[src/rtl/lc3_mem_pkg.sv]
// Shared types and constants for the LC-3 memory access unit.
package lc3_mem_pkg;

  typedef enum logic [1:0] {
    IDLE    = 2'd0,
    RD_WAIT = 2'd1,
    WR_WAIT = 2'd2,
    FINISH  = 2'd3
  } mau_state_e;

  localparam int WAIT_STATES_DEFAULT = 2;
  localparam int TIMEOUT_DEFAULT     = 8;

  // Value left in MDR when a read is abandoned, so software can spot it.
  localparam logic [15:0] ABORT_FILL = 16'hBEEF;

endpackage

[src/rtl/mem_wait_ctr.sv]
// Loadable down-counter that saturates at zero; used for wait and timeout counts.
module mem_wait_ctr #(
  parameter int WIDTH = 4
) (
  input  logic             clk,
  input  logic             rst_n,
  input  logic             load,
  input  logic [WIDTH-1:0] load_val,
  input  logic             dec,
  output logic [WIDTH-1:0] count
);

  // Load has priority over decrement; decrement stops at zero.
  always_ff @(posedge clk or negedge rst_n) begin
    if (!rst_n)
      count <= '0;
    else if (load)
      count <= load_val;
    else if (dec && (count != '0))
      count <= count - 1'b1;
  end

endmodule

[src/rtl/mem_access_unit.sv]
// MAR/MDR pair with a wait-state and timeout controlled memory access sequencer.
module mem_access_unit
  import lc3_mem_pkg::*;
#(
  parameter int WAIT_STATES = WAIT_STATES_DEFAULT,
  parameter int TIMEOUT     = TIMEOUT_DEFAULT
) (
  input  logic        Clk,
  input  logic        Reset,
  input  logic [15:0] DataBus,
  input  logic        LD_MAR,
  input  logic        LD_MDR,
  input  logic        MIO_EN,
  input  logic        R,
  input  logic        W,
  input  logic [15:0] mem_rdata,
  input  logic        mem_rdy,
  output logic [15:0] MAR,
  output logic [15:0] MDR_bus,
  output logic [15:0] mem_addr,
  output logic [15:0] mem_wdata,
  output logic        mem_ce,
  output logic        mem_oe,
  output logic        mem_we,
  output logic        busy,
  output logic        done,
  output logic        err
);

  localparam int WAIT_W = 4;
  localparam int TO_W   = 8;

  mau_state_e        state;
  mau_state_e        next_state;
  logic [15:0]       mdr;
  logic [WAIT_W-1:0] wait_cnt;
  logic [TO_W-1:0]   to_cnt;
  logic              in_wait;
  logic              wait_zero;
  logic              start_access;
  logic              complete;
  logic              abort;

  assign in_wait      = (state == RD_WAIT) || (state == WR_WAIT);
  assign wait_zero    = (wait_cnt == '0);
  assign start_access = (state == IDLE) && (next_state != IDLE);
  assign complete     = in_wait && wait_zero && mem_rdy;
  // Abort on the cycle the timeout counter would reach zero without mem_rdy.
  assign abort        = in_wait && wait_zero && !mem_rdy && (to_cnt == TO_W'(1));

  mem_wait_ctr #(.WIDTH(WAIT_W)) u_wait_ctr (
    .clk      (Clk),
    .rst_n    (Reset),
    .load     (start_access),
    .load_val (WAIT_W'(WAIT_STATES)),
    .dec      (in_wait),
    .count    (wait_cnt)
  );

  mem_wait_ctr #(.WIDTH(TO_W)) u_timeout_ctr (
    .clk      (Clk),
    .rst_n    (Reset),
    .load     (start_access),
    .load_val (TO_W'(TIMEOUT)),
    .dec      (in_wait && wait_zero && !mem_rdy),
    .count    (to_cnt)
  );

  // State register.
  always_ff @(posedge Clk or negedge Reset) begin
    if (!Reset)
      state <= IDLE;
    else
      state <= next_state;
  end

  // Next-state logic: reads win over writes; FINISH always returns to IDLE.
  always_comb begin
    next_state = state;
    case (state)
      IDLE: begin
        if (R && MIO_EN)
          next_state = RD_WAIT;
        else if (W && !R)
          next_state = WR_WAIT;
      end
      RD_WAIT, WR_WAIT: begin
        if (complete)
          next_state = FINISH;
        else if (abort)
          next_state = IDLE;
      end
      FINISH:  next_state = IDLE;
      default: next_state = IDLE;
    endcase
  end

  // Strobes and status decoded from the current state.
  always_comb begin
    mem_ce = 1'b0;
    mem_oe = 1'b0;
    mem_we = 1'b0;
    busy   = 1'b0;
    done   = 1'b0;
    case (state)
      RD_WAIT: begin
        mem_ce = 1'b1;
        mem_oe = 1'b1;
        busy   = 1'b1;
      end
      WR_WAIT: begin
        mem_ce = 1'b1;
        mem_we = 1'b1;
        busy   = 1'b1;
      end
      FINISH: begin
        busy = 1'b1;
        done = 1'b1;
      end
      default: ;
    endcase
  end

  // One-cycle error pulse on the cycle after a timeout abort.
  always_ff @(posedge Clk or negedge Reset) begin
    if (!Reset)
      err <= 1'b0;
    else
      err <= abort;
  end

  // MAR loads only in IDLE so the address is stable during an access.
  always_ff @(posedge Clk or negedge Reset) begin
    if (!Reset)
      MAR <= '0;
    else if ((state == IDLE) && LD_MAR)
      MAR <= DataBus;
  end

  // MDR loads from the bus in IDLE, or from memory / the fill value when a read ends.
  always_ff @(posedge Clk or negedge Reset) begin
    if (!Reset)
      mdr <= '0;
    else if ((state == IDLE) && LD_MDR && !MIO_EN)
      mdr <= DataBus;
    else if ((state == RD_WAIT) && complete)
      mdr <= mem_rdata;
    else if ((state == RD_WAIT) && abort)
      mdr <= ABORT_FILL;
  end

  assign MDR_bus   = mdr;
  assign mem_addr  = MAR;
  assign mem_wdata = mdr;

endmodule
[config.mk]
export PLATFORM = sky130hd
export DESIGN_NAME = mem_access_unit
export DESIGN_NICKNAME = d
export VERILOG_FILES = /design/src/rtl/lc3_mem_pkg.sv /design/src/rtl/mem_wait_ctr.sv /design/src/rtl/mem_access_unit.sv
export SDC_FILE = /design/constraint.sdc
export NUM_CORES = 1
export LEC_CHECK = 0
export ABC_CLOCK_PERIOD_IN_PS = 3800
export BUFFER_PORTS_ARGS = -buffer_cell sky130_fd_sc_hd__buf_4
export CAP_MARGIN = 20
export CORE_MARGIN = 10
export CORE_UTILIZATION = 25
export CTS_CLUSTER_SIZE = 30
export DETAILED_ROUTE_END_ITERATION = 10
export SLEW_MARGIN = 30
export SYNTH_ARGS = -nofsm -noshare
export SYNTH_HDL_FRONTEND = slang
export SYNTH_SLANG_ARGS = --single-unit
[constraint.sdc]
create_clock -name Clk -period 3.8 [get_ports Clk]
set_clock_uncertainty 0.05 [all_clocks]
set_input_delay 0.38 -clock Clk [delete_from_list [all_inputs] [get_ports Clk]]
set_output_delay 0.38 -clock Clk [all_outputs]
set_load 0.1 [all_outputs]
* Yosys cells after proc, flatten, opt, wreduce, memory -nomap -nowiden
Index checks and enable logic that the tools add are counted.
** Cells by class
- Equal/unequal tests :: 4
- Add/sub/neg operators :: 2
- Reduce and logical (&&, ||, !) cells :: 28
- Muxes and demuxes :: 17
** Operator list (count)
- $mux W16 :: 3
- $mux W8 :: 2
- $logic_and A1 B1 Y1 :: 14
- $eq A8 B1 Y1 const B :: 1
- $mux W2 :: 4
- $mux W4 :: 2
- $reduce_bool A8 Y1 :: 1
- $sub A8 B1 Y8 const B :: 1
- $pmux W2 S3 :: 1
- $reduce_bool A2 Y1 :: 3
- $mux W1 :: 5
- $eq A2 B2 Y1 const B :: 2
- $logic_not A4 Y1 :: 1
- $reduce_bool A4 Y1 :: 1
- $sub A4 B1 Y4 const B :: 1
- $logic_not A1 Y1 :: 3
- $reduce_bool A3 Y1 :: 1
- $reduce_or A3 Y1 :: 1
- $eq A2 B1 Y1 const B :: 1
- $logic_not A2 Y1 :: 1
- $reduce_or A2 Y1 :: 1
- $logic_or A1 B1 Y1 :: 1
** Storage, ports and cells
- Flip-flop bits (word level) :: 47
- Output and inout port bits :: 70
- Word-level logic and storage cells :: 57
- Input bits :: 40

* Logic depth before layout (Yosys ltp)
Gate-level depths: netlist of the first run.
- Depth after elaboration :: 11
- Depth in mapped cells :: 7
- Depth with buffers taken out :: 6

* Modules after synthesis
A second synthesis of the first run with hierarchy kept.
** Unflattened totals
- Cell total of the unflattened synthesis :: 250
- Area, all modules :: 2720.1 um^2
** Modules (own cells, without submodules)
- mem_access_unit :: area an instance 1911.8 um^2, instances 1, cells an instance 163, sequential area each 875.8 um^2
- mem_wait_ctr at u_timeout_ctr :: area an instance 540.5 um^2, instances 1, cells an instance 60, sequential area each 200.2 um^2
- mem_wait_ctr at u_wait_ctr :: area an instance 267.8 um^2, instances 1, cells an instance 27, sequential area each 100.1 um^2

* Worst setup path before layout of the first run
OpenSTA, ideal clock, no wires.
- Kind :: register to register
- From :: register state[0]
- To :: register u_timeout_ctr.count[3]
- Path buffers :: 0
- Arrival time :: 2662 ps
- Library setup time :: 138 ps
- Setup slack :: 950 ps
- Stages on the path, launching flop included :: 7
- Data required time :: 3612 ps
- Clock period less this slack :: 2850 ps
- Cells stage by stage :: dfrtp_1 inv_1 ha_1 nand4bb_1 a211o_1 o41a_1 or4_1
** On the way
- Longest elaborated chain between the ends :: 11
- Elaborated cells between the ends (all ways) :: 20
- Classes of those cells :: eq/ne (3); mux (6); reduce/logical (11)
** RTL lines
- from (decl) :: line mem_access_unit.sv:33 : mau_state_e state;
- from (signal assigned) :: line mem_access_unit.sv:74 : state <= next_state;
- $eq A2 B1 Y1 or $eq A2 B2 Y1 (tied branches) :: line mem_access_unit.sv:44, mem_access_unit.sv:80
- $logic_or A1 B1 Y1 :: line mem_access_unit.sv:44 : assign in_wait = (state == RD_WAIT) || (state == WR_WAIT);
- $logic_and A1 B1 Y1 :: line mem_access_unit.sv:47, mem_access_unit.sv:49, mem_access_unit.sv:65
- $logic_and A1 B1 Y1 :: line mem_access_unit.sv:49, mem_access_unit.sv:65
- $logic_and A1 B1 Y1 :: line mem_access_unit.sv:49 : assign abort = in_wait && wait_zero && !mem_rdy && (to_cnt == TO_W'(1));
- $mux W2 :: line mem_access_unit.sv:90 : else if (abort)
- $mux W2 :: line mem_access_unit.sv:88 : if (complete)
- $pmux W2 S3 :: line mem_access_unit.sv:80 : case (state)
- $reduce_bool A2 Y1 :: line mem_access_unit.sv:46 : assign start_access = (state == IDLE) && (next_state != IDLE);
- $logic_and A1 B1 Y1 :: line mem_access_unit.sv:46
- $mux W8 or $reduce_bool A2 Y1 (tied branches)
- to (signal assigned) :: line mem_wait_ctr.sv:18 : count <= load_val;
- to (signal assigned) :: line mem_wait_ctr.sv:20 : count <= count - 1'b1;
- to (decl) :: line mem_wait_ctr.sv:10 : output logic [WIDTH-1:0] count
Several ways; a longest one is shown, not always the timed one.
A chain may end at the register's enable or synchronous reset.

* Worst setup path in the final report of the first run
- From :: register state[0]
- To :: register mdr[9] (netlist: MDR_bus[9])
** On the way
- Longest elaborated chain between the ends :: 7
- Elaborated cells between the ends (all ways) :: 15
- Classes of those cells :: eq/ne (2); mux (2); reduce/logical (11)
** RTL lines
- $eq A2 B1 Y1 or $eq A2 B2 Y1 (tied branches) :: line mem_access_unit.sv:44, mem_access_unit.sv:146, mem_access_unit.sv:148
- $logic_or A1 B1 Y1 :: line mem_access_unit.sv:44
- $logic_and A1 B1 Y1 :: line mem_access_unit.sv:47, mem_access_unit.sv:49
- $logic_and A1 B1 Y1, on equally long branches :: line mem_access_unit.sv:47, mem_access_unit.sv:49
- $logic_and A1 B1 Y1, on equally long branches :: line mem_access_unit.sv:146, mem_access_unit.sv:49
- $mux W16 or $logic_and A1 B1 Y1 (tied branches) :: line mem_access_unit.sv:146, mem_access_unit.sv:148
- $mux W16 or $reduce_bool A3 Y1 (tied branches)
- to (signal assigned) :: line mem_access_unit.sv:145 : mdr <= DataBus;
- to (signal assigned) :: line mem_access_unit.sv:147 : mdr <= mem_rdata;
- to (decl) :: line mem_access_unit.sv:35 : logic [15:0] mdr;
Several ways; a longest one is shown, not always the timed one.

==> results of run 1 <==
-- placed cells by master (no fill, tap or decap), types with 3 or more instances in the layout --
cell,n
sky130_fd_sc_hd__mux2_2,16
sky130_fd_sc_hd__nand2_1,9
sky130_fd_sc_hd__a211oi_2,5
sky130_fd_sc_hd__o21ai_0,9
sky130_fd_sc_hd__o22ai_1,13
sky130_fd_sc_hd__nor3b_1,3
sky130_fd_sc_hd__nor2_1,15
sky130_fd_sc_hd__ha_1,9
sky130_fd_sc_hd__clkbuf_8,5
sky130_fd_sc_hd__a22o_1,3
sky130_fd_sc_hd__nor3_1,7
sky130_fd_sc_hd__buf_4,109
sky130_fd_sc_hd__dfrtp_1,47
sky130_fd_sc_hd__inv_1,9
sky130_fd_sc_hd__a21oi_1,15
sky130_fd_sc_hd__a31o_2,3
sky130_fd_sc_hd__or3_1,6
-- stage by stage --
stage                     hold slack (ns)  std cells
after CTS                          0.0474        449
after floorplan                    0.0344        239
after global placement              0.388        441
after detailed placement            0.390        441
after global routing               0.0518        449
final                              0.0201        449
-- final timing paths --
kind	from	end	slack [ns]
max in group asynchronous	Reset	MAR[8]	3.25
setup reg to reg	state[0]	MDR_bus[9]	1.16
setup / recovery	state[0]	MDR_bus[9]	1.16
hold / removal	Reset	MDR_bus[7]	0.02
min in group Clk	mem_rdy	err	0.25
hold reg to reg	MAR[11]	MAR[11]	0.49
-- layer usage --
metal	track usage (%)	up-vias
met3	4.42	2
met2	17.2	96
met4	2.91	0
met5	0	-
met1	11.9	1007
li1	-	990
-- registers in the layout (all words and copies together) (netlist names) --
name	flops
MDR_bus	16
err	1
state	2
MAR	16
u_wait_ctr.count	4
u_timeout_ctr.count	8
-- critical path: stages, from the launching register on --
cell                       delay, ns
sky130_fd_sc_hd__dfrtp_1        0.44
sky130_fd_sc_hd__inv_1          0.14
sky130_fd_sc_hd__ha_1           0.28
sky130_fd_sc_hd__nand3b_1       0.57
sky130_fd_sc_hd__nand4_1        0.62
sky130_fd_sc_hd__o22ai_1        0.33
sky130_fd_sc_hd__a21oi_1        0.06
-- area by class of cell --
type,count,share of cell area (%)
timing repair buffer,109,24.2
sequential,47,34.8
clock buffer,5,2.04
clock inverter,3,1.37
tap,133,4.93
multi-input combinational,143,31.6
inverter,9,1.00
-- logic make-up after synthesis --
logic type,share of synthesized area (%)
AOI/OAI and AO/OA,16.4
xor gates and xnor gates,0.681
adders and majority gates,4.38
buffers and inverters,12.9
DFF,45.7
muxes,7.00
and+or+nand+nor,12.9
==> flow_results.org, run 1 <==
** Timing
- Post-layout worst setup margin :: around 1.2 ns
- Relative slew slack :: 50.4%
- After layout, the worst path uses 69.5% of the clock period.
- Adding up every negative setup slack in the final design gives 0 ns.
- Post-layout min period :: between 2 and 3 ns
- Derived from the worst setup path, the maximum achievable clock frequency is 0.378 GHz.
- At the pin with the least slew margin, the transition time is approximately 0.74 ns.
- Number of pins exceeding their max-slew limit in the final report :: 0
- Setup repair after global routing left no endpoint under its margin.
- Number of hold violations in the final report :: 0
- Final-report setup violation count :: 0

** CTS
- CTS saw 47 sinks.
- The clock passes through at most 2 buffers.
- The number of gates resized after CTS was 0.
- Hold bufs inserted after CTS :: 0
- After clock tree synthesis, the clock-pin slew on the worst setup and hold paths is 0.10 ns.
- Clk_lat worst skew :: 0.30 ns
- Once the clock tree was built, the setup fixing pass inserted 0 buffers.
- TritonCTS built the clock tree.
- Number of buffers created by CTS :: 5
- Clk Tree Root Cell :: sky130_fd_sc_hd__clkbuf_8
- Maximum level of the CTS H-tree :: 2

** GRT
- The initial antenna violation count came to 0.
- The first global-routing pass estimated 12300 microns of wire.
- GRT Residual Overflow :: 0
- The via count of the first global-routing pass is 2287.
- Largest net degree at the start of global routing :: between 40 and 50
- GRT Total Usage :: 10.4%

** Setup path
- The worst setup path is launched from a flop.
- Data arrival time of the worst path :: 2.75 ns
- Critical path data required time :: about 4 ns
- By startpoint and endpoint, the worst setup path is classified as reg -> reg.
- Kind of end point of the critical path :: flop
- Worst reg-to-reg path cell count :: 6
- CP Max Fanout :: 18

** Final layout
- Multi-input gate area in the final layout :: 1070 sq um
- In the final design database the tool counted 364 nets.
- Total of fill cells in the finished design :: slightly above 1000
- Utilization after layout :: 34.1%
- FF/Latch Area :: 1180 sq um
- The finished cells cover 3380 sq um.
- The repair_antennas step left the layout with diodes totalling 0.
- Area growth, synth to finish :: 31.3%
- Of the cells placed in the final design, the portion with a size suffix greater than 1 is 46.5%.

** Logic synthesis
- In the post-synthesis netlist, the cell with the most instances is sky130_fd_sc_hd__dfrtp_1.
- Synthesis handed over a netlist of about 240 instances.
- Post-synthesis average cell area :: around 11 sq um
- Total nets after synthesis :: 288
- Of all cell types, the one taking the most synthesized area is sky130_fd_sc_hd__dfrtp_1.
- Yosys printed 0 warnings.
- The cell area that synthesis handed to floorplanning was 2570 sq um.
- Share of the synthesized area in the top cell type :: 45.7%
- Register bit total from synthesis :: between 40 and 50
- By area the synthesized netlist is led by sky130_fd_sc_hd__dfrtp_1 (46%), sky130_fd_sc_hd__buf_4 (9.3%), sky130_fd_sc_hd__mux2_2 (7.0%).
- After synthesis, the share of flip-flops with an asynchronous set or reset is 100%.
- In this run, synthesis inferred 0 flip-flops with an integrated enable.
- The synthesized netlist contains between 40 and 50 unique library cells.
- Post-synth top cells :: sky130_fd_sc_hd__dfrtp_1 (47), sky130_fd_sc_hd__buf_4 (32), sky130_fd_sc_hd__mux2_2 (16), sky130_fd_sc_hd__nor2_1 (16), sky130_fd_sc_hd__a21oi_1 (15)
- Sequential element share of the synthesized area :: 45.7%
- In the synthesized netlist the dominant register cell turns out to be sky130_fd_sc_hd__dfrtp_1.

** Drt
- In the routed design, unresolved DRC markers number 0.
- Metal1 wirelength :: about 3300 microns
- The highest metal layer carrying signal wires in the routed design is met4.
- Detailed routing placed a total of 891 microns of wire on met3.
- Once detail routing completed, the nets flagged for antenna violations numbered 0.
- The first detailed-routing pass ran for 4 iterations.
- Via-to-Cell Ratio :: 4.67
- Summed over all nets, wire length on met2 after detailed routing comes to 3570 microns.
- Number of violations reported at the end of detailed-routing iteration 0 :: 220
- After detailed routing, the total wire length is 7810 microns.
- After detailed routing, the average wire length per cell comes to 17.4 microns.
- The final route contains 2095 vias.

** Die
- Number of standard-cell rows in the floorplan :: 36
- In this run the vertical extent of the chip is roughly 120 microns.
- 110 I/O pins were placed.
- Initial Utilization :: between 20% and 30%
- The die covers between 10000 and 15000 sq um.
- The floorplan step set the die width to 121 microns.
- The floorplan step defined a core boundary enclosing 9910 sq um.

** Flow run
- Max-cap viol count :: 0

** Place
- During placement, the flow inserted port buffers numbering 109.
- Routability Congestion :: 0.837
- Pre-CTS setup slack :: 1.18 ns
- After legalization and detailed placement, the total HPWL measured 6160 microns.
- Placed instance area :: about 3300 sq um

** Hold path
- Hold Path Class :: in -> async

** Status
- Run status :: completed
Power of run 1 is left out: the tool's default activity adds up to more than one toggle a clock period on the data nets, which glitch-free logic cannot reach.
==> inputs of run 2 (changes only) <==
- ABC_AREA: default -> 1
- ABC_CLOCK_PERIOD_IN_PS: 3800 -> 2700
- clock period: 3.8 -> 2.7 ns (I/O delays scaled with it)
==> run 2 against run 1 <==
Final cell count rose by 9.1%. Non-clock buffer count up 4. Critical path depth grew 5. Core utilization up 0.19 points. Register-to-register slack got worse by 0.68 ns. Cell area decreased by 0.37%. Fmax increased by 19%. Worst setup slack worse by 0.68 ns. First-iteration DRC count decreased by 53%. Sequential share of layout area up 0.13 points.
==> flow_results.org, run 2 <==
** Drt
- Routed signal wires occupy layers up through met4.
- Antenna-violating nets left :: 0 (unchanged)
- The average wire length per cell after detail routing was 14.6 microns (-16%).
- The first-iteration detailed-routing DRC count came to 104 (-53%).
- Metal1 wirelength :: 3080 microns (-6.4%)
- DRC violations left :: 0 (unchanged)
- The via density per instance came to 4.27 (-8.6%).
- The via total after detailed routing came to 2090 (-0.24%).
- The total length of routed met2 wires is 3420 microns (-4.3%).
- DR pass1 iterations :: 4 (unchanged)
- Total met3 wirelength after detailed routing :: 588 microns (-34%)
- Total wire length after detailed routing :: 7140 microns (-8.5%)

** Final layout
- Commonest cells after routing, fill and taps aside :: sky130_fd_sc_hd__buf_4 (112), sky130_fd_sc_hd__dfrtp_1 (47), sky130_fd_sc_hd__nand2_1 (42)
- The number of diodes added for antenna fixing was 0 (unchanged).
- The number of inserted filler cells in the final layout came to 1030 (+0.19%).
- Share of final-layout standard cells stronger than drive strength 1 :: 41.5% (-5.1 points)
- Utilization after layout :: 34.3% (+0.19 points)
- Layout net count :: 405 (+11%)
- Leaving out fill and tap cells, the most frequent cell in the layout is sky130_fd_sc_hd__buf_4.
- The register area is 1180 sq um (unchanged).
- Multi-input gate area in the final layout :: 982 sq um (-8.0%)
- Area growth, synth to finish :: 33.2%

** Logic synthesis
- By area the synthesized netlist is led by sky130_fd_sc_hd__dfrtp_1 (47%), sky130_fd_sc_hd__buf_4 (9.8%), sky130_fd_sc_hd__nand2_1 (6.2%).
- Total standard cell area after synthesis :: 2530 sq um (-1.8%)
- Top FF cell, synth :: sky130_fd_sc_hd__dfrtp_1
- Post-synthesis average cell area :: 9.19 sq um (-15%)
- Among all cell types in the netlist, the one instantiated most often is sky130_fd_sc_hd__dfrtp_1.
- The number of enable-type register cells in the synthesized netlist is 0 (unchanged).
- Number of distinct library cells after synthesis :: 23 (-45%)
- Sequential element share of the synthesized area :: 46.6% (+0.84 points)
- The number of synthesized register bits was 47 (unchanged).
- Synth async-reset ratio :: 100% (unchanged)
- The total number of yosys warnings is 0 (unchanged).
- Cells after synthesis :: 275 (+15%)
- Total nets after synthesis :: 324 (+13%)
- Largest area contributor in the synthesized netlist :: sky130_fd_sc_hd__dfrtp_1
- The share of the synthesized area in the top cell type came to 46.6% (+0.84 points).
- Post-synth top cells :: sky130_fd_sc_hd__dfrtp_1 (47), sky130_fd_sc_hd__nand2_1 (42), sky130_fd_sc_hd__buf_4 (33), sky130_fd_sc_hd__nor2_1 (25), sky130_fd_sc_hd__inv_1 (24)

** Setup path
- STA classifies the critical path endpoint as a flop.
- Launching element type of the critical path :: flop
- Data arrival time of the worst path :: 2.36 ns (-0.39 ns)
- The required time at the worst-slack endpoint was 2.84 ns (-1.07 ns).
- Start-to-end type of the worst setup path :: reg -> reg
- The maximum fanout count along the critical path is 11 (-7).

** GRT
- GRT Residual Overflow :: 0 (unchanged)
- Wire length of the first global-routing pass :: 11300 microns (-8.0%)
- The total global-route track usage came to 9.56% (-0.83 points).
- The via count of the first global-routing pass is 2230 (-2.5%).
- The maximum number of pins on one net before global-route repair is 48 (unchanged).
- Number of antenna violations at the first check in global routing :: 0 (unchanged)

** CTS
- Maximum level of the CTS H-tree :: 2 (unchanged)
- The post-cts sizing count is 0 (unchanged).
- Number of buffers created by CTS :: 5 (unchanged)
- The number of buffers between clock root and the deepest sink came to 2 (unchanged).
- Clk Tree Root Cell :: sky130_fd_sc_hd__clkbuf_8
- The total number of clock tree sinks came to 47 (unchanged).
- The post-CTS clock slew at the launch and capture registers of the worst setup and hold paths is 0.10 ns (about the same).
- The clock network latency to the later pin of the worst-skew pair was 0.30 ns (about the same).
- TritonCTS built the clock tree.

** Timing
- Final-report setup violation count :: 0 (unchanged)
- The upper clock frequency limit came to 0.450 GHz (+19%).
- Worst Tran Pin Value :: 0.608 ns (-0.133 ns)
- The final count of pins violating max slew came to 0 (unchanged).
- Unrepaired setup endpoints after global routing :: no
- The portion of the clock cycle consumed by the worst path in the final layout is 82.2% (+13 points).
- Relative slew slack :: 59.4% (+9.0 points)
- The final-layout setup total negative slack came to 0 ns (unchanged).
- Smallest hold slack :: 0.155 ns (+0.135 ns)
- Post-layout min period :: 2.22 ns (-0.423 ns)
- Number of hold violations in the final report :: 0 (unchanged)

** Flow run
- The number of maximum-capacitance constraint violations came to 0 (unchanged).

** Die
- Core Area :: 9820 sq um (-0.91%)
- DIE AREA :: 14500 sq um (-1.5%)
- Overall die height :: 121 microns (-0.76%)
- The cell row count was 36 (unchanged).
- Total I/O pin count :: 110 (unchanged)
- The initial core utilization was 25.7% (-0.23 points).
- Die X :: 121 microns (-0.76%)

** Place
- Post-detailed-placement half-perimeter wirelength :: 5680 microns (-7.7%)
- Routability Congestion :: 0.818 (-2.3%)
- The number of buffer cells added on primary ports was 109 (unchanged).

** Status
- Run status :: completed

** Hold path
- Hold Path Class :: in -> reg
[run 2: cell types whose count changed after synthesis, moves of 5 or more]
cell,delta
sky130_fd_sc_hd__a211oi_2,-5
sky130_fd_sc_hd__a21oi_1,+7
sky130_fd_sc_hd__a21oi_2,+6
sky130_fd_sc_hd__inv_1,+15
sky130_fd_sc_hd__nand2_1,+33
sky130_fd_sc_hd__nor2_1,+9
sky130_fd_sc_hd__nor3_1,-7
sky130_fd_sc_hd__o21ai_0,+10
sky130_fd_sc_hd__o22ai_1,-13
sky130_fd_sc_hd__or3_1,-6
sky130_fd_sc_hd__xor2_1,+7
[run 2: area by class of cell]
cell class | count | area share (%)
clock buffer | 6 | 2.45
clock inverter | 2 | 0.483
inverter | 24 | 2.68
multi-input combinational | 165 | 29.2
sequential | 47 | 35.0
tap | 133 | 4.95
timing repair buffer | 113 | 25.3
[run 2: repair_timing]
| item | 4_1_cts | 5_1_grt |
|---|---|---|
| endpoints found under the hold margin | 47 | 0 |
| hold buffers | 1 | 0 |
| setup buffers | 0 | 0 |
[run 2: per-stage QoR]
step | worst slack [ns] | std cells | area, sq um
global placement | 0.594 | 481 | 3260
global route | 0.239 | 490 | 3360
CTS | 0.466 | 490 | 3360
floorplan | 0.199 | 275 | 2530
detailed placement | 0.479 | 481 | 3260
finish | 0.480 | 490 | 3360
[run 2: logic make-up (layout without fill, tap and decap cells)]
logic type / Yosys count / count (layout) / synth area share [%]
and+or+nand+nor: 83 / 83 / 14.1
buffers and inverters: 63 / 145 / 14.6
AOI/OAI and AO/OA: 51 / 51 / 11.4
DFF: 47 / 47 / 46.6
muxes: 13 / 13 / 5.79
adders and majority gates: 9 / 9 / 4.46
xor gates and xnor gates: 9 / 9 / 3.12
[run 2: routing by layer]
metal | up-vias | global-route usage (%)
li1 | 1013 | -
met4 | 0 | 2.04
met2 | 75 | 17.0
met5 | - | 0
met1 | 995 | 10.6
met3 | 7 | 3.68
[run 2: critical path, cell delays in order, from the launching register on]
cell and delay [ns]:
sky130_fd_sc_hd__dfrtp_1 0.43, sky130_fd_sc_hd__inv_1 0.10, sky130_fd_sc_hd__ha_1 0.36, sky130_fd_sc_hd__nand3_2 0.11, sky130_fd_sc_hd__nor2_4 0.11, sky130_fd_sc_hd__nand2_2 0.07, sky130_fd_sc_hd__nand2_1 0.06, sky130_fd_sc_hd__nand2_1 0.05
sky130_fd_sc_hd__a21oi_1 0.17, sky130_fd_sc_hd__nand2_1 0.34, sky130_fd_sc_hd__nand2_1 0.18, sky130_fd_sc_hd__nand2_1 0.06
[run 2: final timing paths]
kind,start,depth (start not counted),endpoint,slack [ns]
max in group asynchronous,Reset,2,MAR[12],1.71
min in group asynchronous,Reset,2,MAR[8],0.47
max,state[0],11,u_wait_ctr.count[1],0.48
min,DataBus[15],2,MAR[15],0.15
max reg2reg,state[0],11,u_wait_ctr.count[1],0.48
min reg2reg,MAR[14],2,MAR[14],0.49
Power of run 2 is left out for the same reason.
==> inputs of run 3 (changes only) <==
- ABC_CLOCK_PERIOD_IN_PS: 2700 -> 1900
- clock period: 2.7 -> 1.9 ns (I/O delays scaled with it)
==> run 3 against run 2 <==
Hold slack got worse by 0.077 ns. Fmax rose by 22%. Non-clock buffer count rose by 9. Critical endpoint is now MDR_bus[3]. Register-to-register slack got worse by 0.39 ns. Final cell count rose by 2.0%. Sequential share of layout area fell by 2.1 points. Worst setup slack got worse by 0.39 ns. Global-route usage rose by 0.34 points.
==> flow_results.org, run 3 (synthesis results as in run 2) <==
** Setup path
- The signal on the critical path passes through inv_1 > ha_4 > nand4_1 > nor2_4 > buf_12 > clkinvlp_4 > o21ai_0 > a21oi_1.
- The maximum fanout count along the critical path came to 6 (-5).
- The buffer and inverter count on the worst path is 3 (+2).
- Kind of end point of the critical path :: flop
- The register-to-register path setup slack is 0.09 ns (-0.39 ns).
- Count of cell instances traversed by the critical path :: 8 (-3)
- The cell count of the worst reg-to-reg path was 8 (-3).
- Reg2reg end :: MDR_bus[3]
- In this run the worst setup path begins at u_wait_ctr.count[0].
- The critical path is of the reg -> reg type.
- The endpoint arrival time on the critical path is 1.95 ns (-0.41 ns).
- Slowest cell on crit path :: sky130_fd_sc_hd__dfrtp_1
- Maximum cell stage delay along the critical path :: 0.38 ns (-0.05 ns)
- Family of cells with the greatest summed delay on the critical path :: simple AND/OR/NAND/NOR gates
- Launching element type of the critical path :: flop
- Critical path endpoint :: MDR_bus[3]
- The required time at the worst-slack endpoint is 2.04 ns (-0.80 ns).
- In this run the critical register-to-register path is launched from u_wait_ctr.count[0].

** Drt
- The via density per instance came to 4.22 (-1.2%).
- Number of violations reported at the end of detailed-routing iteration 0 :: 113 (+8.7%)
- The average wire length per cell after detail routing came to 14.9 microns (+1.9%).
- Wire length on met2 :: 3670 microns (+7.4%)
- The number of detailed-routing iterations run before antenna repair came to 4 (unchanged).
- The via total after detailed routing came to 2108 (+0.86%).
- The routed length on met3 came to 615 microns (+4.6%).
- The routed metal-1 wirelength is 3080 microns (+0.16%).
- The routed wire length is 7430 microns (+4.0%).
- The post-route antenna net violation count is 0 (unchanged).
- DRC violations left :: 0 (unchanged)
- The highest layer touched by signal routing is met4.

** Timing
- The upper clock frequency limit came to 0.551 GHz (+22%).
- The final-layout setup total negative slack was 0 ns (unchanged).
- Setup repair after global routing could not meet its margin everywhere.
- Post-layout min period :: 1.81 ns (-0.407 ns)
- Worst Tran Pin Value :: 0.667 ns (+0.0590 ns)
- Tcrit/Tclk final :: 95.4% (+13 points)
- Number of pins exceeding their max-slew limit in the final report :: 0 (unchanged)
- The final number of hold-violating endpoints was 0 (unchanged).
- Final-report setup violation count :: 0 (unchanged)
- Relative slew slack :: 55.5% (-4.0 points)

** CTS
- Maximum level of the CTS H-tree :: 2 (unchanged)
- The clock network latency to the later pin of the worst-skew pair is 0.29 ns (about the same).
- The total number of clock tree sinks came to 47 (unchanged).
- The TritonCTS buffer count is 5 (unchanged).
- In this run the clock root is driven by a sky130_fd_sc_hd__clkbuf_8.
- CTS max path bufs :: 2 (unchanged)
- The post-CTS clock slew at the launch and capture registers of the worst setup and hold paths is 0.09 ns (about the same).
- TritonCTS built the clock tree.

** Place
- Number of buffers added on ports :: 109 (unchanged)
- The placement-stage cell area came to 3350 sq um (+2.9%).
- The placer congestion estimate is 0.794 (-2.9%).
- The instance count after placement with tap cells included was 486 (+1.0%).
- Post-detailed-placement half-perimeter wirelength :: 5840 microns (+2.7%)

** GRT
- GRT Total Usage :: 9.90% (+0.34 points)
- GRT Residual Overflow :: 0 (unchanged)
- The maximum number of pins on one net before global-route repair came to 48 (unchanged).
- Number of antenna violations at the first check in global routing :: 0 (unchanged)
- Number of global-route vias before repair :: 2248 (+0.81%)
- The global-route wire length before repair is 11700 microns (+3.8%).

** Final layout
- Layout net count :: 415 (+2.5%)
- Leaving out fill and tap cells, the most frequent cell in the layout is sky130_fd_sc_hd__buf_4.
- Area growth, synth to finish :: 41.9%
- Layout Cell Area excl Fill :: 3580 sq um (+6.5%)
- The number of diodes added for antenna fixing was 0 (unchanged).
- Share of final-layout standard cells stronger than drive strength 1 :: 49.9% (+8.4 points)
- Utilization after layout :: 36.5% (+2.2 points)
- In the layout the commonest cells are sky130_fd_sc_hd__buf_4 (117), sky130_fd_sc_hd__dfrtp_1 (47), sky130_fd_sc_hd__nand2_1 (41).
- Final Instance Count excl. Fillers :: 500 (+2.0%)

** Die
- Initial Utilization :: 25.7% (unchanged)
- The horizontal extent of the die is 121 microns (unchanged).
- The die outline height was 121 microns (unchanged).
- Core Area :: 9820 sq um (unchanged)
- The cell row count came to 36 (unchanged).
- The die area came to 14500 sq um (unchanged).
- Total I/O pin count :: 110 (unchanged)

** Flow run
- The number of maximum-capacitance constraint violations is 0 (unchanged).

** Status
- The flow ran to the end, and the final reports show no timing, DRC or antenna violations.

** Hold path
- Hold Path Class :: in -> reg
## run 3: metrics by stage
step	setup WS, ns	hold WS, ns
after floorplan	-0.0748	-0.156
after global placement	0.0980	0.193
after detailed placement	0.0587	0.195
after CTS	0.0203	0.0689
after global routing	-0.0356	0.0612
final	0.0867	0.0775
## run 3: metal layers
metal	GRT usage, %	up-vias
met5	0	-
met4	2.26	0
met3	3.86	6
met2	16.5	74
met1	11.7	988
li1	-	1040
## run 3: what timing repair did
action	CTS	global route
hold buffers	1	0
hold endpoints to repair	47	0
gates resized for setup	0	27
endpoints found under the setup margin	0	23
buffers inserted	0	4
## run 3: worst min path at each step
| stage | cells past startpoint | end | start |
|---|---|---|---|
| after global placement | 1 | MAR[7] | Reset |
| after detailed placement | 1 | MAR[7] | Reset |
| after floorplan | 0 | MAR[0] | Reset |
| after CTS | 2 | MAR[9] | DataBus[9] |
| final | 2 | MAR[7] | DataBus[7] |
| after global routing | 2 | MAR[9] | DataBus[9] |
## run 3: layout make-up
type	count	area [sq um]
clock buffer	6	82.6
clock inverter	2	16.3
fill	1000	6230
inverter	24	97.6
multi-input combinational	165	1080
sequential	47	1180
tap	133	166
timing repair buffer	122	955
timing repair inverter	1	7.51
## run 3: worst reg2reg max path, delay by kind of cell, from the launching register on
| family | cells | cell delay, ns |
|---|---|---|
| buffers and inverters | 3 | 0.40 |
| adder cells (fa/ha/maj) | 1 | 0.19 |
| AND/OR/NAND/NOR | 2 | 0.42 |
| flip-flops | 1 | 0.38 |
| AO/OA/AOI/OAI | 2 | 0.28 |
Power of run 3 is left out for the same reason.
